==> config.mk <==
export PLATFORM = sky130hd
export DESIGN_NAME = showcase0_result_packer
export DESIGN_NICKNAME = d
export VERILOG_FILES = /design/src/rtl/showcase0_pkg.sv /design/src/rtl/showcase0_result_fifo.sv /design/src/rtl/showcase0_result_packer.sv
export SDC_FILE = /design/constraint.sdc
export NUM_CORES = 1
export LEC_CHECK = 0
export CORE_MARGIN = 3
export CORE_UTILIZATION = 44
export DETAILED_ROUTE_END_ITERATION = 10
export GPL_ROUTABILITY_DRIVEN = 0
export HOLD_SLACK_MARGIN = 0.12
export RECOVER_POWER = 50
export REMOVE_ABC_BUFFERS = 1
export SLEW_MARGIN = 20
export SYNTH_ARGS = -nofsm -noshare
export SYNTH_HDL_FRONTEND = slang
export SYNTH_SLANG_ARGS = --single-unit
==> constraint.sdc <==
create_clock -name clk -period 11.87 [get_ports clk]
set_input_delay 1.7805 -clock clk [delete_from_list [all_inputs] [get_ports clk]]
set_output_delay 1.7805 -clock clk [all_outputs]
set_load 0.05 [all_outputs]
==> src/rtl/showcase0_pkg.sv <==
// rtl/showcase0_pkg.sv - shared types, record layout and packing helper for the showcase0 result packer
package showcase0_pkg;

    typedef enum logic [1:0] {
        ST_IDLE  = 2'd0,
        ST_RUN   = 2'd1,
        ST_DRAIN = 2'd2
    } state_t;

    // Record layout: {sc_signal[47:40], cmp[39:34], 2'b00[33:32], c[31:0]}
    localparam int C_LSB    = 0;
    localparam int CMP_LSB  = 34;
    localparam int SC_LSB   = 40;
    localparam int RECORD_W = 48;

    function automatic logic [RECORD_W-1:0] pack_record(
        input logic [31:0] c,
        input logic [5:0]  cmp,
        input logic [7:0]  sc
    );
        logic [RECORD_W-1:0] rec;
        rec                 = '0;
        rec[C_LSB   +: 32]  = c;
        rec[CMP_LSB +: 6]   = cmp;
        rec[SC_LSB  +: 8]   = sc;
        return rec;
    endfunction

endpackage

==> src/rtl/showcase0_result_fifo.sv <==
// rtl/showcase0_result_fifo.sv - DEPTH x W record FIFO with a registered head entry
//
// Ports:
//   clk, rst      clock, asynchronous active-high reset
//   push, wdata   write request and data; taken when not full, or when full and popping
//   pop           remove head entry; ignored when empty
//   rdata         registered head entry, zero while empty
//   full, empty   occupancy flags derived from pointers with an extra wrap bit
//   count         current occupancy (0..DEPTH)
module showcase0_result_fifo
    import showcase0_pkg::*;
#(
    parameter int DEPTH = 4,
    parameter int W     = RECORD_W
) (
    input  logic                       clk,
    input  logic                       rst,
    input  logic                       push,
    input  logic [W-1:0]               wdata,
    input  logic                       pop,
    output logic [W-1:0]               rdata,
    output logic                       full,
    output logic                       empty,
    output logic [$clog2(DEPTH):0]     count
);

    localparam int AW = $clog2(DEPTH);

    logic [W-1:0]  mem [DEPTH];
    logic [AW:0]   wr_ptr;
    logic [AW:0]   rd_ptr;
    logic [AW:0]   wr_ptr_next;
    logic [AW:0]   rd_ptr_next;
    logic [W-1:0]  head_q;
    logic [W-1:0]  head_next;
    logic          push_ok;
    logic          pop_ok;

    assign empty   = (wr_ptr == rd_ptr);
    assign full    = (wr_ptr[AW] != rd_ptr[AW]) && (wr_ptr[AW-1:0] == rd_ptr[AW-1:0]);
    assign count   = wr_ptr - rd_ptr;
    assign push_ok = push && (!full || pop);
    assign pop_ok  = pop && !empty;
    assign rdata   = head_q;

    assign wr_ptr_next = wr_ptr + (AW+1)'(push_ok);
    assign rd_ptr_next = rd_ptr + (AW+1)'(pop_ok);

    // The head register is loaded with whatever the head will be after this
    // edge. When the new head slot is the one being written right now, the
    // incoming data is forwarded because mem has not been updated yet.
    always_comb begin
        head_next = '0;
        if (wr_ptr_next != rd_ptr_next) begin
            if (push_ok && (wr_ptr[AW-1:0] == rd_ptr_next[AW-1:0])) begin
                head_next = wdata;
            end else begin
                head_next = mem[rd_ptr_next[AW-1:0]];
            end
        end
    end

    always_ff @(posedge clk or posedge rst) begin
        if (rst) begin
            wr_ptr <= '0;
            rd_ptr <= '0;
            head_q <= '0;
            for (int i = 0; i < DEPTH; i++) begin
                mem[i] <= '0;
            end
        end else begin
            wr_ptr <= wr_ptr_next;
            rd_ptr <= rd_ptr_next;
            head_q <= head_next;
            if (push_ok) begin
                mem[wr_ptr[AW-1:0]] <= wdata;
            end
        end
    end

endmodule

==> src/rtl/showcase0_result_packer.sv <==
// rtl/showcase0_result_packer.sv - captures showcase0 results into a FIFO of packed records with statistics
//
// Ports:
//   clk, rst               clock, asynchronous active-high reset
//   en                     capture enable
//   in_vld, c, cmp,        upstream sample strobe and fields
//   sc_signal
//   out_data, out_vld,     packed record stream {sc_signal, cmp, 2'b00, c}
//   out_rdy
//   busy                   FSM not in IDLE
//   eq_cnt                 saturating count of accepted samples with cmp[5]=1
//   drop_cnt               saturating count of samples lost to a full FIFO
module showcase0_result_packer
    import showcase0_pkg::*;
#(
    parameter int DEPTH = 4,
    parameter int CNT_W = 16
) (
    input  logic                clk,
    input  logic                rst,
    input  logic                en,
    input  logic                in_vld,
    input  logic [31:0]         c,
    input  logic [5:0]          cmp,
    input  logic [7:0]          sc_signal,
    output logic [47:0]         out_data,
    output logic                out_vld,
    input  logic                out_rdy,
    output logic                busy,
    output logic [CNT_W-1:0]    eq_cnt,
    output logic [CNT_W-1:0]    drop_cnt
);

    localparam int AW = $clog2(DEPTH);
    localparam logic [AW:0]      ONE_ENTRY = (AW+1)'(1);
    localparam logic [CNT_W-1:0] CNT_ONE   = {{(CNT_W-1){1'b0}}, 1'b1};

    state_t              state;
    state_t              state_next;
    logic                fifo_full;
    logic                fifo_empty;
    logic [AW:0]         fifo_count;
    logic [RECORD_W-1:0] fifo_rdata;
    logic                pop;
    logic                accept;
    logic                drop_evt;
    logic                will_empty;

    assign pop      = !fifo_empty && out_rdy;
    assign accept   = (state == ST_RUN) && in_vld && (!fifo_full || pop);
    assign drop_evt = (state == ST_RUN) && in_vld && fifo_full && !pop;

    // FIFO occupancy after this edge is zero; lets RUN/DRAIN leave for IDLE
    // on the same edge that removes the last record.
    assign will_empty = !accept && (fifo_empty || ((fifo_count == ONE_ENTRY) && pop));

    showcase0_result_fifo #(
        .DEPTH (DEPTH),
        .W     (RECORD_W)
    ) u_fifo (
        .clk   (clk),
        .rst   (rst),
        .push  (accept),
        .wdata (pack_record(c, cmp, sc_signal)),
        .pop   (pop),
        .rdata (fifo_rdata),
        .full  (fifo_full),
        .empty (fifo_empty),
        .count (fifo_count)
    );

    assign out_data = fifo_rdata;
    assign out_vld  = !fifo_empty;
    assign busy     = (state != ST_IDLE);

    always_ff @(posedge clk or posedge rst) begin
        if (rst) begin
            state <= ST_IDLE;
        end else begin
            state <= state_next;
        end
    end

    always_comb begin
        state_next = state;
        case (state)
            ST_IDLE: begin
                if (en) begin
                    state_next = ST_RUN;
                end
            end
            ST_RUN: begin
                if (!en) begin
                    state_next = will_empty ? ST_IDLE : ST_DRAIN;
                end
            end
            ST_DRAIN: begin
                if (en) begin
                    state_next = ST_RUN;
                end else if (will_empty) begin
                    state_next = ST_IDLE;
                end
            end
            default: begin
                state_next = ST_IDLE;
            end
        endcase
    end

    always_ff @(posedge clk or posedge rst) begin
        if (rst) begin
            eq_cnt   <= '0;
            drop_cnt <= '0;
        end else begin
            if (accept && cmp[5] && (eq_cnt != {CNT_W{1'b1}})) begin
                eq_cnt <= eq_cnt + CNT_ONE;
            end
            if (drop_evt && (drop_cnt != {CNT_W{1'b1}})) begin
                drop_cnt <= drop_cnt + CNT_ONE;
            end
        end
    end

endmodule

# Word level (Yosys, flattened, before mapping)
# Index checks and enable logic that the tools add are counted.
[op_classes] n_addsub=5 order_cmp=3 n_eq_ne=13 mux=14 n_bitwise=2 reduce_logical=24
[op_table] cell="$mux W48" n=5
[op_table] cell="$bwmux W192" n=1
[op_table] cell="$bmux W48 S2" n=1
[op_table] cell="$demux W48 S2" n=1
[op_table] cell="$add A16 B1 Y16 const B" n=2
[op_table] cell="$ne A16 B16 Y1 const B" n=2
[op_table] cell="$logic_and A1 B1 Y1" n=15
[op_table] cell="$mux W2" n=5
[op_table] cell="$add A3 B1 Y3" n=2
[op_table] cell="$ge A3 B3 Y1 const B" n=2
[op_table] cell="$not A2 Y3" n=2
[op_table] cell="$pmux W2 S3" n=1
[op_table] cell="$eq A2 B2 Y1" n=2
[op_table] cell="$logic_not A1 Y1" n=4
[op_table] cell="$ne A2 B2 Y1 const B" n=2
[op_table] cell="$eq A3 B1 Y1 const B" n=1
[op_table] cell="$eq A3 B3 Y1" n=1
[op_table] cell="$lt A3 B1 Y1 const B" n=1
[op_table] cell="$ne A3 B3 Y1" n=1
[op_table] cell="$ne A3 B3 Y1 const B" n=1
[op_table] cell="$reduce_and A3 Y1" n=1
[op_table] cell="$sub A3 B3 Y3" n=1
[op_table] cell="$eq A2 B1 Y1 const B" n=1
[op_table] cell="$eq A2 B2 Y1 const B" n=1
[op_table] cell="4 further kinds" n=5
[word_totals] ff_bits=280 in_bits=51 elab_cells=71

# Depth between registers and ports, before layout
# Gate-level depths: netlist of run 1.
[logic_depth] ltp_word=11 ltp_mapped=13 mapped_depth_nobuf=11

# Cells and area by module
# A second synthesis of run 1 with hierarchy kept.
[unflattened] cells_unflattened=878 hier_area_um2=12435.7
[modules_own_cells] module="showcase0_result_fifo" n_inst=1 cells_each=723 area_each_um2=10754.1
[modules_own_cells] module="showcase0_result_packer" n_inst=1 cells_each=155 area_each_um2=1681.6

# Worst setup path after synthesis of run 1
# No wires, ideal clock.
[synth_timing] path_type="input port to flip-flop" startpoint="in out_rdy" endpoint="reg u_fifo.head_q[10] (netlist: u_fifo.rdata[10])" setup_time_ns=0.136 t_arrival_ns=4.065 required_time_ns=11.734 setup_slack_ns=7.669 path_stages=11 path_cell_list="nand3b_1 -> o21ai_2 -> inv_2 -> clkbuf_1 -> ha_1 -> ha_1 -> xor2_1 -> xor2_1 -> nor3_2 -> clkbuf_1 -> a21oi_1"
[synth_between] word_cells_on_any_way=16 cone_classes="add/sub: 2; eq/ne: 2; mux: 5; bitwise: 1; reduce/logical: 6"
[synth_rtl] element="start, declared" line="showcase0_result_packer.sv:28" text="input logic out_rdy,"
[synth_rtl] element="$logic_and A1 B1 Y1 (*)" line="showcase0_result_packer.sv:49" text="assign pop = !fifo_empty && out_rdy;"
[synth_rtl] element="$logic_or A1 B1 Y1 (*)" line="showcase0_result_fifo.sv:42, showcase0_result_packer.sv:50"
[synth_rtl] element="$logic_and A1 B1 Y1" line="showcase0_result_packer.sv:50" text="assign accept = (state == ST_RUN) && in_vld && (!fifo_full || pop);"
[synth_rtl] element="$logic_and A1 B1 Y1 (*)" line="showcase0_result_fifo.sv:42" text="assign push_ok = push && (!full || pop);"
[synth_rtl] element="$add A3 B1 Y3 (*)" line="showcase0_result_fifo.sv:46" text="assign wr_ptr_next = wr_ptr + (AW+1)'(push_ok);"
[synth_rtl] element="via u_fifo.wr_ptr_next[2]" line="showcase0_result_fifo.sv:32" text="logic [AW:0] wr_ptr_next;"
[synth_rtl] element="$ne A3 B3 Y1 (*)" line="showcase0_result_fifo.sv:54" text="if (wr_ptr_next != rd_ptr_next) begin"
[synth_rtl] element="$mux W48 (*)" line="showcase0_result_fifo.sv:54"
[synth_rtl] element="via u_fifo.head_next[10]" line="showcase0_result_fifo.sv:35" text="logic [W-1:0] head_next;"
[synth_rtl] element="end signal, assigned" line="showcase0_result_fifo.sv:74" text="head_q <= head_next;"
[synth_rtl] element="end, declared" line="showcase0_result_fifo.sv:34" text="logic [W-1:0] head_q;"
# The timed path passes the listed nets; every way through them passes the cells marked *. The select of a mux whose other input is x is not followed.
# A chain may end at the register's enable or synchronous reset.

# Worst setup path in the final report of run 1
[layout_timing] startpoint="in out_rdy" endpoint="reg u_fifo.head_q[2] (netlist: u_fifo.rdata[2])"
# The elaborated chain is that of the path after synthesis.

==> impl_results.md, run 1 <==
* Vias at between 7000 and 8000
* Worst-path cell chain: dlygate4sd3_1 -> nand3b_1 -> o21ai_4 -> clkbuf_1 -> inv_2 -> ha_1 -> ha_1 -> xor2_1 -> nor3_4 -> buf_4 -> a21oi_1
* Largest net degree at the start of global routing at 86
* RR Startpoint: u_fifo.wr_ptr[0]
* CTS-repair resized insts at 0
* Remaining routing DRC violations at 0
* Met2 usage at 28.47%
* Proportion of layout cells with a drive suffix above 1 at 29.74%
* Slowest-stage cell, CP: clkbuf_1
* Tcrit/Tclk final at 67.26%
* Kind of critical path: in -> reg
* TritonCTS Buffers at 30
* First-pass GRT wire length at 43470 um
* Hold Path Cell Cnt at 1
* Max-slew headroom at -149.3%
* Startpoint types: input port
* Setup Buffers After CTS at 0
* Async set or reset register ratio after synthesis at 100.0%
* Grt ovf at 0
* Diode count at 0
* Crit-path max FO at 51
* Top cell by count, worst path: ha_1
* Average vias per placed instance at 5.569
* Post-route ant nets at 0
* Main synth FF type: dfrtp_1
* Final Setup Violations at 0
* Top cells by area, synth: dfrtp_1 (57%), mux2_2 (17%), mux4_2 (8.7%), nand3_1 (2.4%), xor2_1 (2.1%)
* Clock skew at 15.89 ps
* Critical path endpoint category: flip-flop
* Hold crit path type: reg -> reg
* LEAKAGE at approximately 6.2 nW
* Nets at around 1000
* Setup ws final at just under 4000 ps
* Fin crit period at 7984 ps
* Worst reg2reg setup slack at 4860 ps
* Hold_ws at 488.2 ps
* Clock-pin transition on the worst setup and hold timing paths at roughly 60 ps
* Drt wl/cell at just over 20 um
* Largest area contributor in the netlist: dfrtp_1
* Post-synthesis sequential area ratio at approximately 57%
* GRT Total Usage at 18.66%
* Layout fillers at 2247
* Hold path startpoint: u_fifo.mem[138]
* Worst reg2reg path endpoint: u_fifo.rdata[2]
* Post-place setup slack at between 5000 and 6000 ps
* Crit path DAT at 8410 ps
* Design Power at approximately 0.0047 W
* Clock Latency Late Sink at 550 ps
* HPWL Detailed at 14990 um
* Area share of the largest cell type after synthesis at 56.64%
* Root Buffer: clkbuf_16
* Area grow syn2layout at 20.95%
* Max-slew violations at 357
* Fmax at 125.3 MHz
* Required time of the critical path at 12290 ps
* Syn Area/Cell at 14.18 um^2
* Buffers on Ports at 130
* Busiest grt layer: met1
* Cell depth of the worst flop-to-flop path at 12
* Fin. Hold Viols at 0
* Failing checks: capacitance limit, slew limit
* # IOs at 133
* Synth Instances at 841
* Max stage delay on crit path at 2010 ps
* CTS max path bufs at 3
* Post-synthesis cell type count at 44
* Antenna violations before repair at 1
* Max IR drop VDD at 0.1956 mV
* Ys Warns at 0
* Mapped cell area at 0.01193 mm^2
* Die area at 0.02912 mm^2
* Std-Cell Rows at 59
* H-Tree Depth at 1
* Met3 Resource Use GR at 3.165%
* TritonCTS clock tree: done
* Initial Utilization at between 40% and 50%
* Fin Setup TNS at 0 ps
* Die Span X at around 170 um
* Status: finished, violations left
* Die height at 170.7 um
* Global Route met1 Usage at 28.48%
* Vias in the first global route at about 7600
* RSZ-0062 raised after global routing: no
* Hold worst-path end: u_fifo.mem[138]
* DRT iter0 DRCs at 568
* Max Cap Violations at 6
* Number of synthesized flops with an enable pin at 0
* CTS sink cnt at 270
* Power per Cell Area at around 320 mW/mm^2
* Leading cell type in the layout, fill and taps excluded: dfrtp_1
* FF+latch count, synth at 270
* Worst-margin pin slew at 3720 ps
* Area of the core at ~0.026 mm^2
* WL final at 26770 um
* Most frequent cells in the layout: dfrtp_1 (270), mux2_2 (176), dlygate4sd3_1 (77)
* Drt pass-1 iters at 5
* # hold bufs at CTS at 0
[cells in the mapped netlist, types with 3 or more instances]
| cell type | count |
|---|---|
| xor2_1 | 29 |
| nand2_1 | 11 |
| or2_2 | 3 |
| ha_1 | 8 |
| nor4_1 | 8 |
| nor3_1 | 12 |
| buf_2 | 30 |
| mux2_2 | 176 |
| dfrtp_1 | 270 |
| clkbuf_1 | 17 |
| inv_1 | 9 |
| nand4_1 | 7 |
| nand3_1 | 57 |
| nor4_2 | 6 |
| mux2_1 | 11 |
| a21oi_1 | 46 |
| xnor2_1 | 8 |
| and2_1 | 3 |
| nor2_1 | 3 |
| buf_1 | 5 |
| o21ai_0 | 46 |
| and3_1 | 4 |
| mux4_2 | 46 |
| nand3_2 | 3 |
[metal layers]
layer	part of all wire, %	vias to the layer above	wire, um
met5	0.041	-	11
met4	1.3	2	354
met3	4.9	33	1322
met2	45	177	12120
met1	48	3795	12950
li1	-	3327	-
[critical path, delay by kind of cell]
family	cells	cell delay, ps
XOR/XNOR	1	170
buffers and inverters	4	4280
AND/OR/NAND/NOR	2	1000
adder cells (fa/ha/maj)	2	900
AO/OA/AOI/OAI	2	240
[per-stage QoR]
stage / instance area, um^2 / instances / util (%)
floorplan: 11670 / 787 / -
global placement: 13540 / 1264 / 51.38
detailed placement: 13540 / 1264 / 51.38
CTS: 14510 / 1317 / 55.05
global route: 14430 / 1317 / 54.75
finish: 14430 / 1317 / 54.75
[how the worst max path moves through the flow]
stage / start / end / cells past startpoint
after detailed placement: out_rdy / u_fifo.rdata[34] / 12
after global placement: out_rdy / u_fifo.rdata[24] / 12
after CTS: out_rdy / u_fifo.rdata[16] / 12
after floorplan: rst / drop_cnt[0] / 1
final: out_rdy / u_fifo.rdata[2] / 11
after global routing: rst / u_fifo.mem[69] / 3
[area by class of cell]
type,count,area [um^2],area share (%)
Clock buffer,49,932.1,6.461
Clock inverter,4,35.03,0.2428
Inverter,10,38.79,0.2688
Multi-Input combinational cell,507,4866,33.73
Sequential cell,270,6756,46.83
Tap cell,335,419.2,2.905
Timing Repair Buffer,142,1380,9.565
[report_power, final]
part           switching [W]  internal, W  total (W)
registers           0.000201      0.00135    0.00155
clock network       0.000363     0.000532   0.000894
logic                0.00122      0.00101    0.00223
[logic make-up (layout without fill, tap and decap cells)]
group	Yosys count	in the layout	synth area share (%)
flip-flops	270	270	56.64
multiplexers	233	233	26.34
AND/OR/NAND/NOR	127	127	6.314
AO/OA/AOI/OAI	98	98	4.332
buffers and inverters	65	205	2.486
XOR/XNOR	38	38	2.853
adder cells (fa/ha/maj)	9	9	1.007
other	1	2	0.03144
[sequential cells by signal (all words and copies together) (netlist names)]
name,count
state,2
drop_cnt,16
u_fifo.mem,184
u_fifo.wr_ptr,3
u_fifo.rdata,46
u_fifo.rd_ptr,3
eq_cnt,16
Note: power is estimated with default switching activity, not from simulation.
==> run 2: changes to the inputs <==
Settings changed: PLACE_DENSITY set to 0.67.
Clock period 11.87 ns to 6.9 ns, I/O delays scaled along.
==> impl_results.md, run 2 (synthesis gave the netlist of run 1 again) <==
* Fin crit period at 4252 ps
* Drt wl/cell at between 20 and 25 um
* Max IR drop VDD at 0.4044 mV
* # hold bufs at CTS at 0
* Diode count at 0
* Fmax at 235.2 MHz
* Power per Cell Area at roughly 550 mW/mm^2
* Worst path top cell family by delay: buffers and inverters
* Die height at 170.7 um
* Std-Cell Rows at 59
* Max stage delay on crit path at 1790 ps
* GRT Total Usage at 18.39%
* Max reg flops at 184
* Worst-path cell chain: dlygate4sd3_1 -> nand3b_1 -> o21ai_0 -> clkbuf_1 -> nor3_4 -> buf_4 -> mux2_1
* Most flop-heavy register: u_fifo.mem
* Failing checks: capacitance limit, slew limit
* Initial Utilization at between 40% and 50%
* Vias in the first global route at 7710
* Die Span X at 170.7 um
* Tcrit/Tclk final at between 60 and 70%
* HPWL Detailed at approximately 15000 um
* TritonCTS Buffers at 29
* Crit path DAT at between 4000 and 5000 ps
* Clock skew at 16.34 ps
* Setup ws final at 2648 ps
* Kind of critical path: in -> reg
* Max-slew headroom at -65.18%
* Design Power at 0.007981 W
* Drt pass-1 iters at 6
* WL final at ~27000 um
* Clock-pin transition on the worst setup and hold timing paths at 60 ps
* H-Tree Depth at 1
* Max Cap Violations at 1
* Area grow syn2layout at 20.74%
* Most frequent cells in the layout: dfrtp_1 (270), mux2_2 (176), clkdlybuf4s50_1 (125)
* Required time of the critical path at roughly 7300 ps
* Max-slew violations at between 50 and 60
* Worst-margin pin slew at ~2500 ps
* Setup Buffers After CTS at 0
* # IOs at 133
* Fin. Hold Viols at 0
* Hold crit path type: reg -> reg
* Hold_ws at 481.0 ps
* CTS max path bufs at 3
* DRT iter0 DRCs at 392
* LEAKAGE at slightly above 6 nW
* Remaining routing DRC violations at 0
* TritonCTS clock tree: done
* Clock Latency Late Sink at around 550 ps
* Final core utilization at between 50% and 60%
* Final Setup Violations at 0
* Post-place setup slack at 2490 ps
* Startpoint types: input port
* First-pass GRT wire length at 43090 um
* Grt ovf at 0
* Nets at 1019
* Critical path endpoint category: flip-flop
* Vias at 7455
* WP buf/inv at 3
* Proportion of layout cells with a drive suffix above 1 at 29.42%
* Largest net degree at the start of global routing at 159
* Post-route ant nets at 0
* RSZ-0062 raised after global routing: no
* Antenna violations before repair at 1
* Leading cell type in the layout, fill and taps excluded: dfrtp_1
* Fin Setup TNS at 0 ps
* Buffers on Ports at 130
* Crit-path max FO at 50
* CTS-repair resized insts at 0
* Status: finished, violations left
* Root Buffer: clkbuf_16
* CTS sink cnt at 270
* Area of the core at 0.02635 mm^2
* Die area at ~0.029 mm^2
* Slowest-stage cell, CP: clkbuf_1
* Average vias per placed instance at 5.674
-- run 2: per-stage QoR --
step | instance area, um^2 | instances
global route | 14400 | 1314
detailed placement | 13550 | 1263
floorplan | 11670 | 787
global placement | 13550 | 1263
CTS | 14460 | 1314
finish | 14400 | 1314
-- run 2: where the power goes --
part / internal (W) / switching (W)
sequential: 0.00233 / 0.000347
combinational: 0.00172 / 0.00210
clock: 0.000869 / 0.000615
-- run 2: cell type report --
cell class | count | area, um^2
Clock buffer | 45 | 835.8
Fill cell | 2173 | 11950
Inverter | 10 | 45.04
Multi-Input combinational cell | 507 | 4880
Sequential cell | 270 | 6756
Timing Repair Buffer | 141 | 1393
Tap cell | 335 | 419.2
Clock inverter | 6 | 73.82
-- run 2: path summary, 6_finish.rpt --
check,start,end,slack (ps),depth (start not counted)
worst max-delay path,out_rdy,u_fifo.mem[35],2650,7
worst min-delay path,u_fifo.mem[34],u_fifo.mem[34],480,1
worst max register to register,u_fifo.wr_ptr[0],u_fifo.mem[35],2890,8
worst min register to register,u_fifo.mem[34],u_fifo.mem[34],480,1
max in group asynchronous,rst,u_fifo.mem[40],4500,3
min in group asynchronous,rst,eq_cnt[4],1100,2
-- run 2: routing by layer --
metal	up-vias	part of all wire, %	GRT usage [%]
met5	-	0.030	0
met1	3887	45	26.31
met3	31	5.3	2.934
met2	198	48	30.36
met4	2	1.5	3.280
li1	3337	-	-
